==> src/rtl/key_conditioner_pkg.sv <==
// Shared constants and types for the key conditioner: default timing,
// channel numbering and the auto-repeat state encoding.
package key_pkg;

    // Default timing for a 50 MHz clock.
    localparam int unsigned DEB_CYCLES_DEF = 32'd1000000;   // 20 ms
    localparam int unsigned RPT_DELAY_DEF  = 32'd25000000;  // 500 ms
    localparam int unsigned RPT_PERIOD_DEF = 32'd5000000;   // 100 ms

    // Debounce channel numbering. Left and right must stay 0 and 1: the
    // repeat engines are indexed by these values.
    localparam int NUM_CH   = 32'sd5;
    localparam int NUM_DIR  = 32'sd2;
    localparam int CH_LEFT  = 32'sd0;
    localparam int CH_RIGHT = 32'sd1;
    localparam int CH_PAUSE = 32'sd2;
    localparam int CH_SW0   = 32'sd3;
    localparam int CH_SW1   = 32'sd4;

    // Auto-repeat engine states.
    typedef enum logic [1:0] {
        ST_IDLE   = 2'd0,
        ST_HOLD   = 2'd1,
        ST_REPEAT = 2'd2
    } rpt_state_e;

    // Width of a counter that must be able to hold the value 'terminal'.
    function automatic int unsigned cnt_width(input int unsigned terminal);
        int unsigned w;
        w = $clog2(terminal + 32'd1);
        if (w < 32'd1) begin
            w = 32'd1;
        end else begin
            w = w;
        end
        return w;
    endfunction

    // Larger of two unsigned values.
    function automatic int unsigned max_u(input int unsigned a, input int unsigned b);
        int unsigned m;
        if (a > b) begin
            m = a;
        end else begin
            m = b;
        end
        return m;
    endfunction

endpackage

==> src/rtl/key_conditioner_if.sv <==
// Button/switch bundle between the raw panel inputs, the key conditioner
// and the game logic it feeds.
interface key_conditioner_if;

    logic       left_raw;
    logic       right_raw;
    logic       pause_raw;
    logic [1:0] sw_raw;

    logic       left_shift;
    logic       right_shift;
    logic       pause;
    logic [1:0] sw;
    logic       key_busy;

    // Panel / stimulus side: drives raw inputs, observes conditioned outputs.
    modport master (
        output left_raw, right_raw, pause_raw, sw_raw,
        input  left_shift, right_shift, pause, sw, key_busy
    );

    // Conditioner side.
    modport slave (
        input  left_raw, right_raw, pause_raw, sw_raw,
        output left_shift, right_shift, pause, sw, key_busy
    );

endinterface

==> src/rtl/key_conditioner_debounce_cell.sv <==
// One debounced input: 2-flop synchronizer, stability counter, accepted
// (stable) level and a one-cycle pulse on an accepted 0->1 change.
module debounce_cell
    import key_pkg::*;
#(
    parameter int unsigned DEB_CYCLES = DEB_CYCLES_DEF
) (
    input  logic clk_50m,
    input  logic rst,
    input  logic i_raw,
    output logic o_stable,
    output logic o_press
);

    localparam int unsigned      CNT_W    = cnt_width(DEB_CYCLES);
    localparam logic [CNT_W-1:0] CNT_TERM = CNT_W'(DEB_CYCLES - 32'd1);
    localparam logic [CNT_W-1:0] CNT_ZERO = {CNT_W{1'b0}};
    localparam logic [CNT_W-1:0] CNT_ONE  = CNT_W'(32'd1);

    logic             r_sync1;
    logic             r_sync2;
    logic             r_stable;
    logic             r_press;
    logic [CNT_W-1:0] r_cnt;

    logic             w_update;
    logic [CNT_W-1:0] w_cnt_next;

    // Bring the asynchronous input into the clock domain.
    always_ff @(posedge clk_50m) begin
        if (!rst) begin
            r_sync1 <= 1'b0;
            r_sync2 <= 1'b0;
        end else begin
            r_sync1 <= i_raw;
            r_sync2 <= r_sync1;
        end
    end

    // Count consecutive cycles that disagree with the accepted level; the
    // terminal count accepts the new level and reloads the counter.
    always_comb begin
        w_update   = 1'b0;
        w_cnt_next = CNT_ZERO;
        if (r_sync2 == r_stable) begin
            w_cnt_next = CNT_ZERO;
        end else if (r_cnt >= CNT_TERM) begin
            w_update   = 1'b1;
            w_cnt_next = CNT_ZERO;
        end else begin
            w_cnt_next = r_cnt + CNT_ONE;
        end
    end

    // Hold the counter, the accepted level and the press pulse.
    always_ff @(posedge clk_50m) begin
        if (!rst) begin
            r_cnt    <= CNT_ZERO;
            r_stable <= 1'b0;
            r_press  <= 1'b0;
        end else begin
            r_cnt    <= w_cnt_next;
            r_stable <= w_update ? r_sync2 : r_stable;
            r_press  <= w_update & r_sync2;
        end
    end

    assign o_stable = r_stable;
    assign o_press  = r_press;

endmodule

==> src/rtl/key_conditioner.sv <==
// Key conditioner: debounces three push-buttons and two slide-switch bits,
// turns left/right into press + auto-repeat move pulses, toggles pause on
// each press and reports whether any button is held.
module key_conditioner
    import key_pkg::*;
#(
    parameter int unsigned DEB_CYCLES = DEB_CYCLES_DEF,
    parameter int unsigned RPT_DELAY  = RPT_DELAY_DEF,
    parameter int unsigned RPT_PERIOD = RPT_PERIOD_DEF
) (
    input  logic             clk_50m,
    input  logic             rst,
    key_conditioner_if.slave kbus
);

    localparam int unsigned       HOLD_W      = cnt_width(max_u(RPT_DELAY, RPT_PERIOD));
    localparam logic [HOLD_W-1:0] DELAY_TERM  = HOLD_W'(RPT_DELAY - 32'd1);
    localparam logic [HOLD_W-1:0] PERIOD_TERM = HOLD_W'(RPT_PERIOD - 32'd1);
    localparam logic [HOLD_W-1:0] HOLD_ZERO   = {HOLD_W{1'b0}};
    localparam logic [HOLD_W-1:0] HOLD_ONE    = HOLD_W'(32'd1);

    logic [NUM_CH-1:0]  w_raw;
    logic [NUM_CH-1:0]  w_stable;
    logic [NUM_CH-1:0]  w_press;
    logic [NUM_DIR-1:0] w_shift;
    logic               w_both_held;
    // Switch bits are levels; their press pulses have no consumer.
    logic [1:0]         w_sw_press_unused;

    logic               r_pause;
    logic [1:0]         r_sw;
    logic               r_key_busy;

    assign w_raw[CH_LEFT]  = kbus.left_raw;
    assign w_raw[CH_RIGHT] = kbus.right_raw;
    assign w_raw[CH_PAUSE] = kbus.pause_raw;
    assign w_raw[CH_SW0]   = kbus.sw_raw[0];
    assign w_raw[CH_SW1]   = kbus.sw_raw[1];

    assign w_sw_press_unused = w_press[CH_SW1:CH_SW0];

    // Opposing directions held together cancel each other out.
    assign w_both_held = w_stable[CH_LEFT] & w_stable[CH_RIGHT];

    for (genvar g_ch = 0; g_ch < NUM_CH; g_ch++) begin : g_deb
        debounce_cell #(
            .DEB_CYCLES (DEB_CYCLES)
        ) u_deb (
            .clk_50m  (clk_50m),
            .rst      (rst),
            .i_raw    (w_raw[g_ch]),
            .o_stable (w_stable[g_ch]),
            .o_press  (w_press[g_ch])
        );
    end

    for (genvar g_dir = 0; g_dir < NUM_DIR; g_dir++) begin : g_rpt
        rpt_state_e        r_state;
        rpt_state_e        w_state_next;
        logic [HOLD_W-1:0] r_hold;
        logic [HOLD_W-1:0] w_hold_next;
        logic              r_shift;
        logic              w_shift_next;

        // Repeat engine state, hold counter and registered move pulse.
        always_ff @(posedge clk_50m) begin
            if (!rst) begin
                r_state <= ST_IDLE;
                r_hold  <= HOLD_ZERO;
                r_shift <= 1'b0;
            end else begin
                r_state <= w_state_next;
                r_hold  <= w_hold_next;
                r_shift <= w_shift_next;
            end
        end

        // Press fires at once, then one pulse after the hold delay, then one
        // per period; release or a conflicting opposite key drops to idle.
        always_comb begin
            w_state_next = r_state;
            w_hold_next  = r_hold;
            w_shift_next = 1'b0;
            if (!w_stable[g_dir]) begin
                w_state_next = ST_IDLE;
                w_hold_next  = HOLD_ZERO;
            end else if (w_both_held) begin
                w_state_next = ST_IDLE;
                w_hold_next  = HOLD_ZERO;
            end else begin
                case (r_state)
                    ST_IDLE: begin
                        if (w_press[g_dir]) begin
                            w_state_next = ST_HOLD;
                            w_hold_next  = HOLD_ZERO;
                            w_shift_next = 1'b1;
                        end else begin
                            w_state_next = ST_IDLE;
                            w_hold_next  = HOLD_ZERO;
                        end
                    end
                    ST_HOLD: begin
                        if (r_hold >= DELAY_TERM) begin
                            w_state_next = ST_REPEAT;
                            w_hold_next  = HOLD_ZERO;
                            w_shift_next = 1'b1;
                        end else begin
                            w_hold_next  = r_hold + HOLD_ONE;
                        end
                    end
                    ST_REPEAT: begin
                        if (r_hold >= PERIOD_TERM) begin
                            w_hold_next  = HOLD_ZERO;
                            w_shift_next = 1'b1;
                        end else begin
                            w_hold_next  = r_hold + HOLD_ONE;
                        end
                    end
                    default: begin
                        w_state_next = ST_IDLE;
                        w_hold_next  = HOLD_ZERO;
                    end
                endcase
            end
        end

        assign w_shift[g_dir] = r_shift;
    end

    // Registered pause level, switch selection and busy flag.
    always_ff @(posedge clk_50m) begin
        if (!rst) begin
            r_pause    <= 1'b0;
            r_sw       <= 2'b00;
            r_key_busy <= 1'b0;
        end else begin
            r_pause    <= r_pause ^ w_press[CH_PAUSE];
            r_sw       <= {w_stable[CH_SW1], w_stable[CH_SW0]};
            r_key_busy <= w_stable[CH_LEFT] | w_stable[CH_RIGHT] | w_stable[CH_PAUSE];
        end
    end

    assign kbus.left_shift  = w_shift[CH_LEFT];
    assign kbus.right_shift = w_shift[CH_RIGHT];
    assign kbus.pause       = r_pause;
    assign kbus.sw          = r_sw;
    assign kbus.key_busy    = r_key_busy;

endmodule
==> src/flat_wrapper.sv <==
// flat-port wrapper written by rule: the top's interface ports become plain ports
module key_conditioner_flat import key_pkg::*;
#(
    parameter int unsigned DEB_CYCLES = DEB_CYCLES_DEF,
    parameter int unsigned RPT_DELAY  = RPT_DELAY_DEF,
    parameter int unsigned RPT_PERIOD = RPT_PERIOD_DEF
)
  (clk_50m, rst, kbus_left_raw, kbus_right_raw, kbus_pause_raw, kbus_sw_raw, kbus_left_shift, kbus_right_shift, kbus_pause, kbus_sw, kbus_key_busy);
  key_conditioner_if kbus_i ();
  input  logic clk_50m;
  input  logic rst;
  input wire logic [$bits(kbus_i.left_raw)-1:0] kbus_left_raw;
  input wire logic [$bits(kbus_i.right_raw)-1:0] kbus_right_raw;
  input wire logic [$bits(kbus_i.pause_raw)-1:0] kbus_pause_raw;
  input wire logic [$bits(kbus_i.sw_raw)-1:0] kbus_sw_raw;
  output wire logic [$bits(kbus_i.left_shift)-1:0] kbus_left_shift;
  output wire logic [$bits(kbus_i.right_shift)-1:0] kbus_right_shift;
  output wire logic [$bits(kbus_i.pause)-1:0] kbus_pause;
  output wire logic [$bits(kbus_i.sw)-1:0] kbus_sw;
  output wire logic [$bits(kbus_i.key_busy)-1:0] kbus_key_busy;
  assign kbus_i.left_raw = kbus_left_raw;
  assign kbus_i.right_raw = kbus_right_raw;
  assign kbus_i.pause_raw = kbus_pause_raw;
  assign kbus_i.sw_raw = kbus_sw_raw;
  assign kbus_left_shift = kbus_i.left_shift;
  assign kbus_right_shift = kbus_i.right_shift;
  assign kbus_pause = kbus_i.pause;
  assign kbus_sw = kbus_i.sw;
  assign kbus_key_busy = kbus_i.key_busy;
  key_conditioner #(.DEB_CYCLES(DEB_CYCLES), .RPT_DELAY(RPT_DELAY), .RPT_PERIOD(RPT_PERIOD)) u_core (.clk_50m(clk_50m), .rst(rst), .kbus(kbus_i));
endmodule
==> config.mk <==
export PLATFORM = sky130hd
export DESIGN_NAME = key_conditioner_flat
export DESIGN_NICKNAME = d
export VERILOG_FILES = /design/src/rtl/key_conditioner_pkg.sv /design/src/rtl/key_conditioner_if.sv /design/src/rtl/key_conditioner_debounce_cell.sv /design/src/rtl/key_conditioner.sv /design/src/flat_wrapper.sv
export SDC_FILE = /design/constraint.sdc
export NUM_CORES = 1
export LEC_CHECK = 0
export BUFFER_PORTS_ARGS = -buffer_cell sky130_fd_sc_hd__buf_2
export CAP_MARGIN = 20
export CELL_PAD_IN_SITES_DETAIL_PLACEMENT = 1
export CELL_PAD_IN_SITES_GLOBAL_PLACEMENT = 1
export CORE_UTILIZATION = 30
export DETAILED_ROUTE_END_ITERATION = 8
export PLACE_DENSITY = 0.63
export SLEW_MARGIN = 40
export SYNTH_ARGS = -nofsm -noshare
export SYNTH_HDL_FRONTEND = slang
export SYNTH_SLANG_ARGS = --single-unit
==> constraint.sdc <==
create_clock -name clk_50m -period 2.45 [get_ports clk_50m]
set_clock_uncertainty 0.15 [all_clocks]
set_input_delay 0.3675 -clock clk_50m [delete_from_list [all_inputs] [get_ports clk_50m]]
set_output_delay 0.3675 -clock clk_50m [all_outputs]
set_load 0.03 [all_outputs]
==> reports/metrics.cfg, run 1 <==
[outcome]
status = completed

[timing]
finalCritPeriodShare = 0.8902
fin_setup_tns_ns = 0
relSlewSlack = 0.5110
setup_viol = 0
rsz0062_at_grt = false
clock.fmax_mhz = 458.5
holdWs_ns = 0.1846
min_period_ns = 2.181
drv_slew = 0
worst_slack_ns = 0.2690
worst_slew_pin_slew_ns = 0.7317
hold_viol = 0

[worst_setup_path]
cp_slowest_cell = nor4_1
worstPathArrival_ns = 2.38
rr_worst_depth = 6
max_stage_delay_ns = 0.40
r2r_slack_ns = 0.27
crit_chain = or2_2 > nor4_1 > a21o_1 > nand4_4 > buf_4 > a211oi_2
critPathKind = flop to flop
startpoint_type = flop
r2r-start = u_core.g_rpt[1].r_hold[15]
required_ns = 2.65
r2r_end = u_core.g_rpt[1].r_hold[13]
cp_max_fo = 16
cp-end-kind = flop

[routing]
drt_first_pass_iters = 4
drtIter0Drc = 323
vias = 6764
drt.antenna.violating_nets = 0
wl_mm = 19.25
wl_per_cell_um = 14.24
drt-vias-per-instance = 5.003
drc = 0

[cells_and_area]
area_growth_pct = 14.44
drive_gt1_frac = 0.1150
diodes = 0
stdcell_count = 1352
final.fill_count = 3306
final_net_count = 983

[floorplan]
dieArea_sq_um = 29220
die_w_um = 170.9
start_util = 0.3065
ios = 13
row_count = 61
core_sq_um = 27930
chipHeight_um = 170.9

[placed_design]
pre_cts_ws_ns = 0.3179
dp_cells = 1315
dp.final_hpwl_mm = 12.74
gp_congestion = 0.7595
portBuffers = 12

[power]
cellPowerDensity_nw_per_um2 = 591.0
power_w = 0.005790
peakVddDrop_uv = 285.1
p_leak_nw = 3.074

[min_path]
min_to = u_core.g_deb[2].u_deb.o_stable
hp-class = primary input to flop
hold_depth = 4
hp-start = rst

[clock_tree]
clk_pin_slew_ns = 0.07
cts-buffers-inserted = 17
clockBufferDepth = 2
clk_latency_ns = 0.44
cts_setup_buffers = 0
htreeDepth = 4
cts_tree = yes
clock_sinks = 178
cts_root_buf = clkbuf_16

[synthesis]
synth-edff-count = 0
syn_nets = 960
yosys_warnings = 0
synth.distinct_cells = 59
syn_avg_cell_area_sq_um = 9.127
synthCells = 938
synthArstFlopShare = 0
ys_seq_elements = 178
ys_seq_area_frac = 0.4163
synthesis.area_sq_um = 8561
synthFlopType = dfxtp_1

[global_route]
grt.overflow.total = 0
grt_pass1_vias = 6871
grt_max_degree = 29
antenna_found_initial = 0
track_usage = 0.1388
grt_pass1_wl_mm = 33.26

[run]
cap_violations = 0

-- report_power, final --
| group | internal [W] | switching [W] |
|---|---|---|
| clock | 0.00138 | 0.00136 |
| combinational | 0.0000446 | 0.0000767 |
| sequential | 0.00291 | 0.0000181 |
-- sequential cells by signal, summed over array words and instances, names as in the netlist --
| name | count |
|---|---|
| u_core.g_deb.u_deb.o_press | 3 |
| u_core.g_rpt.r_hold | 50 |
| u_core.g_rpt.r_state | 4 |
| u_core.g_deb.u_deb.r_cnt | 100 |
| u_core.kbus.key_busy | 1 |
| u_core.kbus.left_shift | 1 |
| u_core.kbus.pause | 1 |
| u_core.g_deb.u_deb.r_sync1 | 5 |
| u_core.kbus.right_shift | 1 |
| u_core.g_deb.u_deb.r_sync2 | 5 |
| u_core.kbus.sw | 2 |
| u_core.g_deb.u_deb.o_stable | 5 |
-- worst max-delay path: cells and delay by family, from the launching register on --
kind	cells	cell delay (ns)
AND/OR/NAND/NOR	3	0.83
AO/OA/AOI/OAI	2	0.50
flip-flops	1	0.37
buffers and inverters	1	0.24
-- layer usage --
metal / wire [um] / share of wire / track usage / vias to the layer above
met3: 404 / 0.021 / 0.03146 / 11
met5: 0 / 0 / 0 / -
met2: 8949 / 0.46 / 0.2291 / 47
li1: - / - / - / 3439
met4: 123 / 0.0064 / 0.03494 / 0
met1: 9769 / 0.51 / 0.1820 / 3267
-- synthesized netlist by cell type, drive strengths merged, types with 3 or more instances --
master   instances  area (sq um)
dfxtp          178          3563
a211oi         111         928.4
nor2            80         300.3
xnor2           74         648.1
xor2            62         543.0
nand3           58         307.8
nand2           57         214.0
clkbuf          36         135.1
nand4           33         221.5
inv             30         112.6
nor3            29         145.1
and2            27         168.9
and3            24         150.1
nor4            16         100.1
ha              15         187.7
and4            14         125.1
a21oi           11         55.05
buf             11         85.07
o21ai            8         40.04
a31oi            5         31.28
a41oi            5         43.79
a21o             4         30.03
o211ai           4         35.03
o31ai            4         30.03
a21boi           3         22.52
nor2b            3         18.77
o2111ai          3         32.53
-- worst max-delay path by stage --
| stage | startpoint | end | slack (ns) |
|---|---|---|---|
| 6_report | u_core.g_rpt[1].r_hold[15] | u_core.g_rpt[1].r_hold[13] | 0.27 |
| 5_1_grt | u_core.g_deb[0].u_deb.o_stable | u_core.g_rpt[0].r_hold[14] | 0.008 |
| 4_1_cts | u_core.g_rpt[1].r_hold[15] | u_core.g_rpt[1].r_hold[13] | 0.27 |
| 3_5_place_dp | u_core.g_rpt[1].r_hold[15] | u_core.g_rpt[1].r_hold[24] | 0.32 |
| 3_3_place_gp | u_core.g_deb[3].u_deb.r_cnt[0] | u_core.g_deb[3].u_deb.r_cnt[19] | 0.36 |
| 2_1_floorplan | u_core.g_deb[3].u_deb.r_cnt[0] | u_core.g_deb[3].u_deb.r_cnt[11] | 0.48 |
-- per-stage QoR --
| stage | utilization | cell area (sq um) |
|---|---|---|
| detailed placement | 0.3275 | 9149 |
| floorplan | - | 8561 |
| finish | 0.3507 | 9797 |
| global placement | 0.3275 | 9149 |
| global route | 0.3507 | 9797 |
| CTS | 0.3504 | 9788 |
-- kinds of logic (layout without fill, tap and decap cells) --
| logic type | Yosys count | in the layout | share of synthesized area |
|---|---|---|---|
| xor+xnor | 136 | 136 | 0.1391 |
| simple gates | 354 | 354 | 0.2165 |
| compound gates | 175 | 175 | 0.1646 |
| mux | 2 | 2 | 0.002339 |
| buf+inv | 78 | 114 | 0.03931 |
| fa+ha+maj | 15 | 15 | 0.02192 |
| flops | 178 | 178 | 0.4163 |
-- layout by cell type (no fill, tap or decap), types with 5 or more instances in the layout --
master / instances
buf_2: 12
nor4_1: 16
nand2_1: 57
ha_1: 15
inv_6: 7
nor2_1: 80
a211oi_2: 20
nand4_1: 32
inv_1: 29
nand3_1: 56
nor3_1: 29
a31oi_1: 5
a21oi_1: 11
xnor2_1: 74
and3_1: 24
a41oi_1: 5
o21ai_0: 7
a211oi_1: 91
xor2_1: 62
buf_4: 33
dfxtp_1: 178
dlygate4sd3_1: 5
clkbuf_16: 17
and4_1: 13
and2_1: 24
-- timing repair --
item                       in CTS  in global routing
resized for setup               0                  2
setup endpoints to repair       0                 23
hold buffers                    5                  0
hold endpoints to repair        5                  0
-- area by class of cell --
| class | count | area [sq um] | share of cell area |
|---|---|---|---|
| Sequential cell | 178 | 3563 | 0.3637 |
| Timing Repair Buffer | 51 | 377.9 | 0.03857 |
| Tap cell | 378 | 473.0 | 0.04828 |
| Clock inverter | 14 | 160.2 | 0.01635 |
| Multi-Input combinational cell | 682 | 4673 | 0.4770 |
| Inverter | 31 | 120.1 | 0.01226 |
| Clock buffer | 18 | 429.2 | 0.04381 |
No activity file was read; power rests on OpenSTA's default activity.
==> inputs of run 2 (changes only) <==
ABC_AREA = 1   (was unset)
PLACE_DENSITY = 0.66   (was 0.63)
==> run 2 against run 1 <==
Effect of this change:
- core utilization decreased by 0.49 points
- largest cell class unchanged
- flip-flop and latch count unchanged
- via count increased by 15%
- critical path type unchanged
- sequential power about the same
==> reports/metrics.cfg, run 2 <==
[outcome]
status = completed  ; unchanged

[cells_and_area]
final.fill_count = 3758  ; was 3306
stdcell_count = 1742  ; was 1352
final_net_count = 1361  ; was 983
final_common_cell = nor2_1  ; was dfxtp_1
regMostFlops = u_core.g_deb.u_deb.r_cnt  ; unchanged
layout_common_cells = nor2_1, nand2_1, dfxtp_1  ; was dfxtp_1, a211oi_1, nor2_1
largest_reg_flops = 100  ; unchanged
drive_gt1_frac = 0.08580  ; was 0.1150
largestRegisters = u_core.g_deb.u_deb.r_cnt (100), u_core.g_rpt.r_hold (50)  ; unchanged
diodes = 0  ; unchanged
area_growth_pct = 12.63  ; was 14.44%

[floorplan]
dieArea_sq_um = 31280  ; was 29220 sq um
core_sq_um = 29870  ; was 27930 sq um
row_count = 63  ; was 61
ios = 13  ; unchanged
die_w_um = 176.9  ; was 170.9 um
chipHeight_um = 176.9  ; was 170.9 um
start_util = 0.3070  ; was 0.3065

[worst_setup_path]
crit_chain = nand2_1 > nor2_1 > nand2_1 > nor2_1 > nand2_1 > nand4_1 > nand2_1 > nand2_2 > buf_12 > nor2_1  ; was or2_2 > nor4_1 > a21o_1 > nand4_4 > buf_4 > a211oi_2
crit_family = simple AND/OR/NAND/NOR gates  ; unchanged
cp-end-kind = flop  ; unchanged
required_ns = 2.63  ; was 2.65 ns
startpoint_type = flop  ; unchanged
r2r-start = u_core.g_rpt[1].r_hold[16]  ; was u_core.g_rpt[1].r_hold[15]
r2r_end = u_core.g_rpt[1].r_hold[4]  ; was u_core.g_rpt[1].r_hold[13]
cp_slowest_cell = dfxtp_1  ; was nor4_1
critPathKind = flop to flop  ; unchanged
max_stage_delay_ns = 0.51  ; was 0.40 ns
rr_worst_depth = 10  ; was 6
cp_max_fo = 14  ; was 16
r2r_slack_ns = 0.36  ; was 0.27 ns
path_common_cell = nand2_1
crit_buf_inv = 1  ; unchanged
worstPathArrival_ns = 2.27  ; was 2.38 ns

[clock_tree]
clk_latency_ns = 0.44  ; about the same
ctsHoldBuffers = 5  ; unchanged
cts_root_buf = clkbuf_16  ; unchanged
cts-resized-gates = 0  ; unchanged
cts_setup_buffers = 0  ; unchanged
cts_tree = yes  ; unchanged
htreeDepth = 4  ; unchanged
cts-buffers-inserted = 17  ; unchanged
clk_pin_slew_ns = 0.08  ; was 0.07 ns
clockBufferDepth = 2  ; unchanged
clock_sinks = 178  ; unchanged

[routing]
wl_met1_mm = 10.63  ; was 9.769 mm
drt_first_pass_iters = 4  ; unchanged
wl_mm = 20.93  ; was 19.25 mm
drtIter0Drc = 280  ; was 323
drt-vias-per-instance = 4.485  ; was 5.003
wl_met2_mm = 9.690  ; was 8.949 mm
highest_layer = met4  ; unchanged
drc = 0  ; unchanged
wl_met3_um = 343  ; was 404 um
drt.antenna.violating_nets = 0  ; unchanged
vias = 7812  ; was 6764
wl_per_cell_um = 12.01  ; was 14.24 um

[min_path]
hp-start = rst  ; unchanged
min_to = u_core.g_deb[1].u_deb.r_sync1  ; was u_core.g_deb[2].u_deb.o_stable
hold_depth = 3  ; was 4
hp-class = primary input to flop  ; unchanged

[placed_design]
portBuffers = 12  ; unchanged
pre_cts_ws_ns = 0.3463  ; was 0.3179 ns
dp_cells = 1705  ; was 1315
dp.final_hpwl_mm = 15.66  ; was 12.74 mm
gp_congestion = 0.8145  ; was 0.7595

[timing]
setup_viol = 0  ; unchanged
min_period_ns = 2.093  ; was 2.181 ns
rsz0062_at_grt = false  ; unchanged
worst_slack_ns = 0.3574  ; was 0.2690 ns
clock.fmax_mhz = 477.9  ; was 458.5 MHz
hold_viol = 0  ; unchanged
relSlewSlack = 0.6886  ; was 0.5110
worst_slew_pin_slew_ns = 0.4657  ; was 0.7317 ns
fin_setup_tns_ns = 0  ; unchanged
finalCritPeriodShare = 0.8541  ; was 0.8902
drv_slew = 0  ; unchanged

[synthesis]
yosys_warnings = 0  ; unchanged
synthCells = 1313  ; was 938
ys_seq_area_frac = 0.3885  ; was 0.4163
synthesis.area_sq_um = 9173  ; was 8561 sq um
yosys.area.top_type = dfxtp_1  ; unchanged
synthArstFlopShare = 0  ; unchanged
synth.distinct_cells = 42  ; was 59
synth-edff-count = 0  ; unchanged
syn_nets = 1335  ; was 960
syn_avg_cell_area_sq_um = 6.986  ; was 9.127 sq um
yosysTopAreaCellShare = 0.3885  ; was 0.4163
synth_common_cells = nor2_1, nand2_1, dfxtp_1  ; was dfxtp_1, a211oi_1, nor2_1
yosysMostFrequentCell = nor2_1  ; was dfxtp_1
ys_seq_elements = 178  ; unchanged
synthTopCellsByArea = dfxtp_1, nor2_1, nand2_1  ; was dfxtp_1, a211oi_1, xnor2_1
synthFlopType = dfxtp_1  ; unchanged

[global_route]
antenna_found_initial = 0  ; unchanged
grt_pass1_vias = 8189  ; was 6871
track_usage = 0.1451  ; was 0.1388
grt_pass1_wl_mm = 37.52  ; was 33.26 mm
grt_max_degree = 21  ; was 29
grt.overflow.total = 0  ; unchanged

[power]
cellPowerDensity_nw_per_um2 = 559.3  ; was 591.0 nW/um^2
p_leak_nw = 3.776  ; was 3.074 nW
peakVddDrop_uv = 404.9  ; was 285.1 uV

[run]
cap_violations = 0  ; unchanged

==> run 2: changes by cell type after synthesis, moves of 22 or more <==
cell and change:
inv_1 +146, a211oi_1 -91, xnor2_1 -46, and2_1 -23, clkbuf_1 -35, nand2_1 +212, nand3_1 +22, and3_1 -24
nor2_1 +195
==> run 2: metrics by stage <==
step | util | hold slack [ns] | instance area, sq um | power [W]
final | 0.3458 | 0.1022 | 10330 | 0.005778
after global routing | 0.3458 | 0.1200 | 10330 | 0.005993
after CTS | 0.3458 | 0.08926 | 10330 | 0.005882
after detailed placement | 0.3242 | 0.2596 | 9687 | 0.003024
after global placement | 0.3242 | 0.2442 | 9687 | 0.003022
after floorplan | - | 0.2405 | 9173 | 0.003004
==> run 2: logic make-up after synthesis <==
kind of cell,synth area share
AOI/OAI and AO/OA,0.03942
xor gates and xnor gates,0.09644
adders and majority gates,0.02046
buffers and inverters,0.08907
DFF,0.3885
and+or+nand+nor,0.3661
==> run 2: how the worst max path moves through the flow <==
stage / from / endpoint / slack, ns / depth (start not counted)
2_1_floorplan: u_core.g_rpt[1].r_hold[0] / u_core.g_rpt[1].r_hold[13] / 0.70 / 11
3_3_place_gp: u_core.g_rpt[1].r_hold[0] / u_core.g_rpt[1].r_hold[4] / 0.40 / 11
3_5_place_dp: u_core.g_rpt[1].r_hold[0] / u_core.g_rpt[1].r_hold[11] / 0.35 / 11
4_1_cts: u_core.g_rpt[1].r_hold[0] / u_core.g_rpt[1].r_hold[4] / 0.33 / 11
5_1_grt: u_core.g_deb[3].u_deb.r_cnt[0] / u_core.g_deb[3].u_deb.r_cnt[14] / 0.13 / 9
6_report: u_core.g_rpt[1].r_hold[16] / u_core.g_rpt[1].r_hold[4] / 0.36 / 10
==> run 2: final cells by class <==
| class | instances | area (sq um) | share of cell area |
|---|---|---|---|
| clock buffer | 18 | 439.2 | 0.04251 |
| multi-input combinational | 934 | 4792 | 0.4638 |
| timing repair buffer | 28 | 217.7 | 0.02107 |
| sequential | 178 | 3563 | 0.3449 |
| tap | 390 | 488.0 | 0.04723 |
| clock inverter | 14 | 155.1 | 0.01502 |
| inverter | 180 | 675.6 | 0.06540 |
==> run 2: power by group <==
part	switching [W]	leakage, nW	internal, W	total [W]
combinational	0.0000320	2.05	0.0000218	0.0000538
sequential	0.00000635	1.44	0.00290	0.00291
clock	0.00133	0.292	0.00148	0.00282
==> run 2: routing by layer <==
metal | track usage | vias to the layer above
met4 | 0.04598 | 0
met1 | 0.1857 | 3602
met5 | 0 | -
met2 | 0.2467 | 49
met3 | 0.02427 | 21
li1 | - | 4140
==> run 2: tightest hold or removal path, delay by kind of cell <==
kind | cells | cell delay, ns
buffers and inverters | 2 | 0.21
AND/OR/NAND/NOR | 1 | 0.08
==> inputs of run 3 (changes only) <==
==> constraint.sdc (replaced) <==
create_clock -name clk_50m -period 2.45 [get_ports clk_50m]
set_clock_uncertainty 0.15 [all_clocks]
set_input_delay 0.735 -clock clk_50m [delete_from_list [all_inputs] [get_ports clk_50m]]
set_output_delay 0.735 -clock clk_50m [all_outputs]
set_load 0.03 [all_outputs]
==> run 3 against run 2 <==
Effect of this change:
- worst setup slack got worse by 0.047 ns
- hold slack improved by 0.16 ns
- critical path depth did not move
- via count rose by 0.10%
==> reports/metrics.cfg, run 3 (synthesis results as in run 2) <==
[timing]
finalCritPeriodShare = 0.8734  ; was 0.8541
rsz0062_at_grt = false  ; unchanged
clock.fmax_mhz = 467.3  ; was 477.9 MHz
worst_slew_pin_slew_ns = 0.7291  ; was 0.4657 ns
setup_viol = 0  ; unchanged
drv_slew = 0  ; unchanged
relSlewSlack = 0.5139  ; was 0.6886
min_period_ns = 2.140  ; was 2.093 ns
fin_setup_tns_ns = 0  ; unchanged
hold_viol = 0  ; unchanged

[worst_setup_path]
r2r_slack_ns = 0.31  ; was 0.36 ns
cp_slowest_cell = nand2_2  ; was dfxtp_1
worstPathArrival_ns = 2.30  ; was 2.27 ns
required_ns = 2.61  ; was 2.63 ns
r2r_end = u_core.g_rpt[1].r_hold[4]  ; unchanged
crit_chain = ha_1 > nand2_1 > nor2_4 > nand3_1 > nor2_1 > nand2_1 > nand4_1 > nand2_1 > nand2_2 > nor2_1  ; was nand2_1 > nor2_1 > nand2_1 > nor2_1 > nand2_1 > nand4_1 > nand2_1 > nand2_2 > buf_12 > nor2_1
startpoint_type = flop  ; unchanged
max_stage_delay_ns = 0.38  ; was 0.51 ns
path_common_cell = nand2_1  ; unchanged
critPathKind = flop to flop  ; unchanged
cp-end-kind = flop  ; unchanged
cp_max_fo = 24  ; was 14
rr_worst_depth = 10  ; unchanged
r2r-start = u_core.g_rpt[1].r_hold[0]  ; was u_core.g_rpt[1].r_hold[16]

[cells_and_area]
largest_reg_flops = 100  ; unchanged
regMostFlops = u_core.g_deb.u_deb.r_cnt  ; unchanged
largestRegisters = u_core.g_deb.u_deb.r_cnt (100), u_core.g_rpt.r_hold (50)  ; unchanged
area_growth_pct = 11.51  ; was 12.63%
fin_area_sq_um = 10230  ; was 10330 sq um
drive_gt1_frac = 0.08340  ; was 0.08580
diodes = 0  ; unchanged
final_common_cell = nor2_1  ; unchanged
final_net_count = 1352  ; was 1361
layout_common_cells = nor2_1, nand2_1, dfxtp_1  ; unchanged

[clock_tree]
clockBufferDepth = 2  ; unchanged
clk_latency_ns = 0.44  ; about the same
cts_setup_buffers = 0  ; unchanged
clk_pin_slew_ns = 0.07  ; was 0.08 ns
clock_sinks = 178  ; unchanged
cts-resized-gates = 0  ; unchanged
cts-buffers-inserted = 17  ; unchanged
cts_tree = yes  ; unchanged
htreeDepth = 4  ; unchanged
cts_root_buf = clkbuf_16  ; unchanged
ctsHoldBuffers = 0  ; was 5

[floorplan]
dieArea_sq_um = 31280  ; unchanged
chipHeight_um = 176.9  ; unchanged
die_w_um = 176.9  ; unchanged
start_util = 0.3070  ; unchanged
row_count = 63  ; unchanged
ios = 13  ; unchanged
core_sq_um = 29870  ; unchanged

[placed_design]
dp.final_hpwl_mm = 15.42  ; was 15.66 mm
gp_congestion = 0.8223  ; was 0.8145
portBuffers = 12  ; unchanged
place_area_sq_um = 9632  ; was 9687 sq um

[power]
cellPowerDensity_nw_per_um2 = 558.8  ; was 559.3 nW/um^2
p_leak_nw = 3.727  ; was 3.776 nW
peakVddDrop_uv = 434.5  ; was 404.9 uV

[min_path]
min_to = u_core.g_deb[3].u_deb.r_sync2  ; was u_core.g_deb[1].u_deb.r_sync1
hp-start = u_core.g_deb[3].u_deb.r_sync1  ; was rst
hold_depth = 2  ; was 3
hp-class = flop to flop  ; was primary input to flop

[routing]
wl_per_cell_um = 11.91  ; was 12.01 um
vias = 7820  ; was 7812
drt-vias-per-instance = 4.512  ; was 4.485
wl_mm = 20.64  ; was 20.93 mm
drt.antenna.violating_nets = 0  ; unchanged
drtIter0Drc = 285  ; was 280
drt_first_pass_iters = 5  ; was 4
drc = 0  ; unchanged

[outcome]
status = completed  ; unchanged

[global_route]
grt_pass1_vias = 7792  ; was 8189
grt_max_degree = 25  ; was 21
antenna_found_initial = 0  ; unchanged
track_usage = 0.1397  ; was 0.1451
grt_pass1_wl_mm = 35.86  ; was 37.52 mm
grt.overflow.total = 0  ; unchanged

[run]
cap_violations = 0  ; unchanged

run 3: layer usage:
| layer | share of wire | GRT usage | vias to the layer above |
|---|---|---|---|
| met4 | 0.011 | 0.04203 | 0 |
| met5 | 0 | 0 | - |
| met2 | 0.46 | 0.2369 | 47 |
| li1 | - | - | 4118 |
| met3 | 0.016 | 0.02320 | 18 |
| met1 | 0.51 | 0.1805 | 3637 |
run 3: worst max-delay path by stage:
stage	startpoint	end	slack, ns
finish	u_core.g_rpt[1].r_hold[0]	u_core.g_rpt[1].r_hold[4]	0.31
global route	u_core.g_rpt[1].r_hold[0]	u_core.g_rpt[1].r_hold[6]	0.07
CTS	u_core.g_rpt[1].r_hold[0]	u_core.g_rpt[1].r_hold[4]	0.24
detailed placement	rst	u_core.g_deb[2].u_deb.r_cnt[18]	0.21
global placement	rst	u_core.g_deb[2].u_deb.r_cnt[13]	0.28
floorplan	rst	u_core.g_rpt[0].r_hold[11]	0.50
run 3: metrics by stage:
stage	power, W	hold slack [ns]	setup slack (ns)	cells	utilization
floorplan	0.003004	0.2405	0.4951	1313	-
CTS	0.005841	0.2678	0.2418	1733	0.3424
global route	0.005947	0.3106	0.07397	1733	0.3424
finish	0.005716	0.2655	0.3102	1733	0.3424
detailed placement	0.003021	0.2504	0.2092	1701	0.3224
global placement	0.003020	0.2474	0.2800	1701	0.3224
run 3: area by class of cell:
cell class                      instances  area (sq um)
Inverter                              180         675.6
Clock inverter                         14         157.7
Tap cell                              390         488.0
Clock buffer                           18         439.2
Timing Repair Buffer                   19         112.6
Fill cell                            3796         19650
Sequential cell                       178          3563
Multi-Input combinational cell        934          4792
run 3: power by group:
group / leakage [nW] / total [W] / switching, W / internal (W)
combinational: 2.00 / 0.0000450 / 0.0000304 / 0.0000145
clock: 0.294 / 0.00276 / 0.00136 / 0.00140
sequential: 1.44 / 0.00291 / 0.00000599 / 0.00290
run 3: critical path, delay by kind of cell (launching register included):
kind	cells	cell delay [ns]
and+or+nand+nor	9	1.27
DFF	1	0.37
adders and majority gates	1	0.20
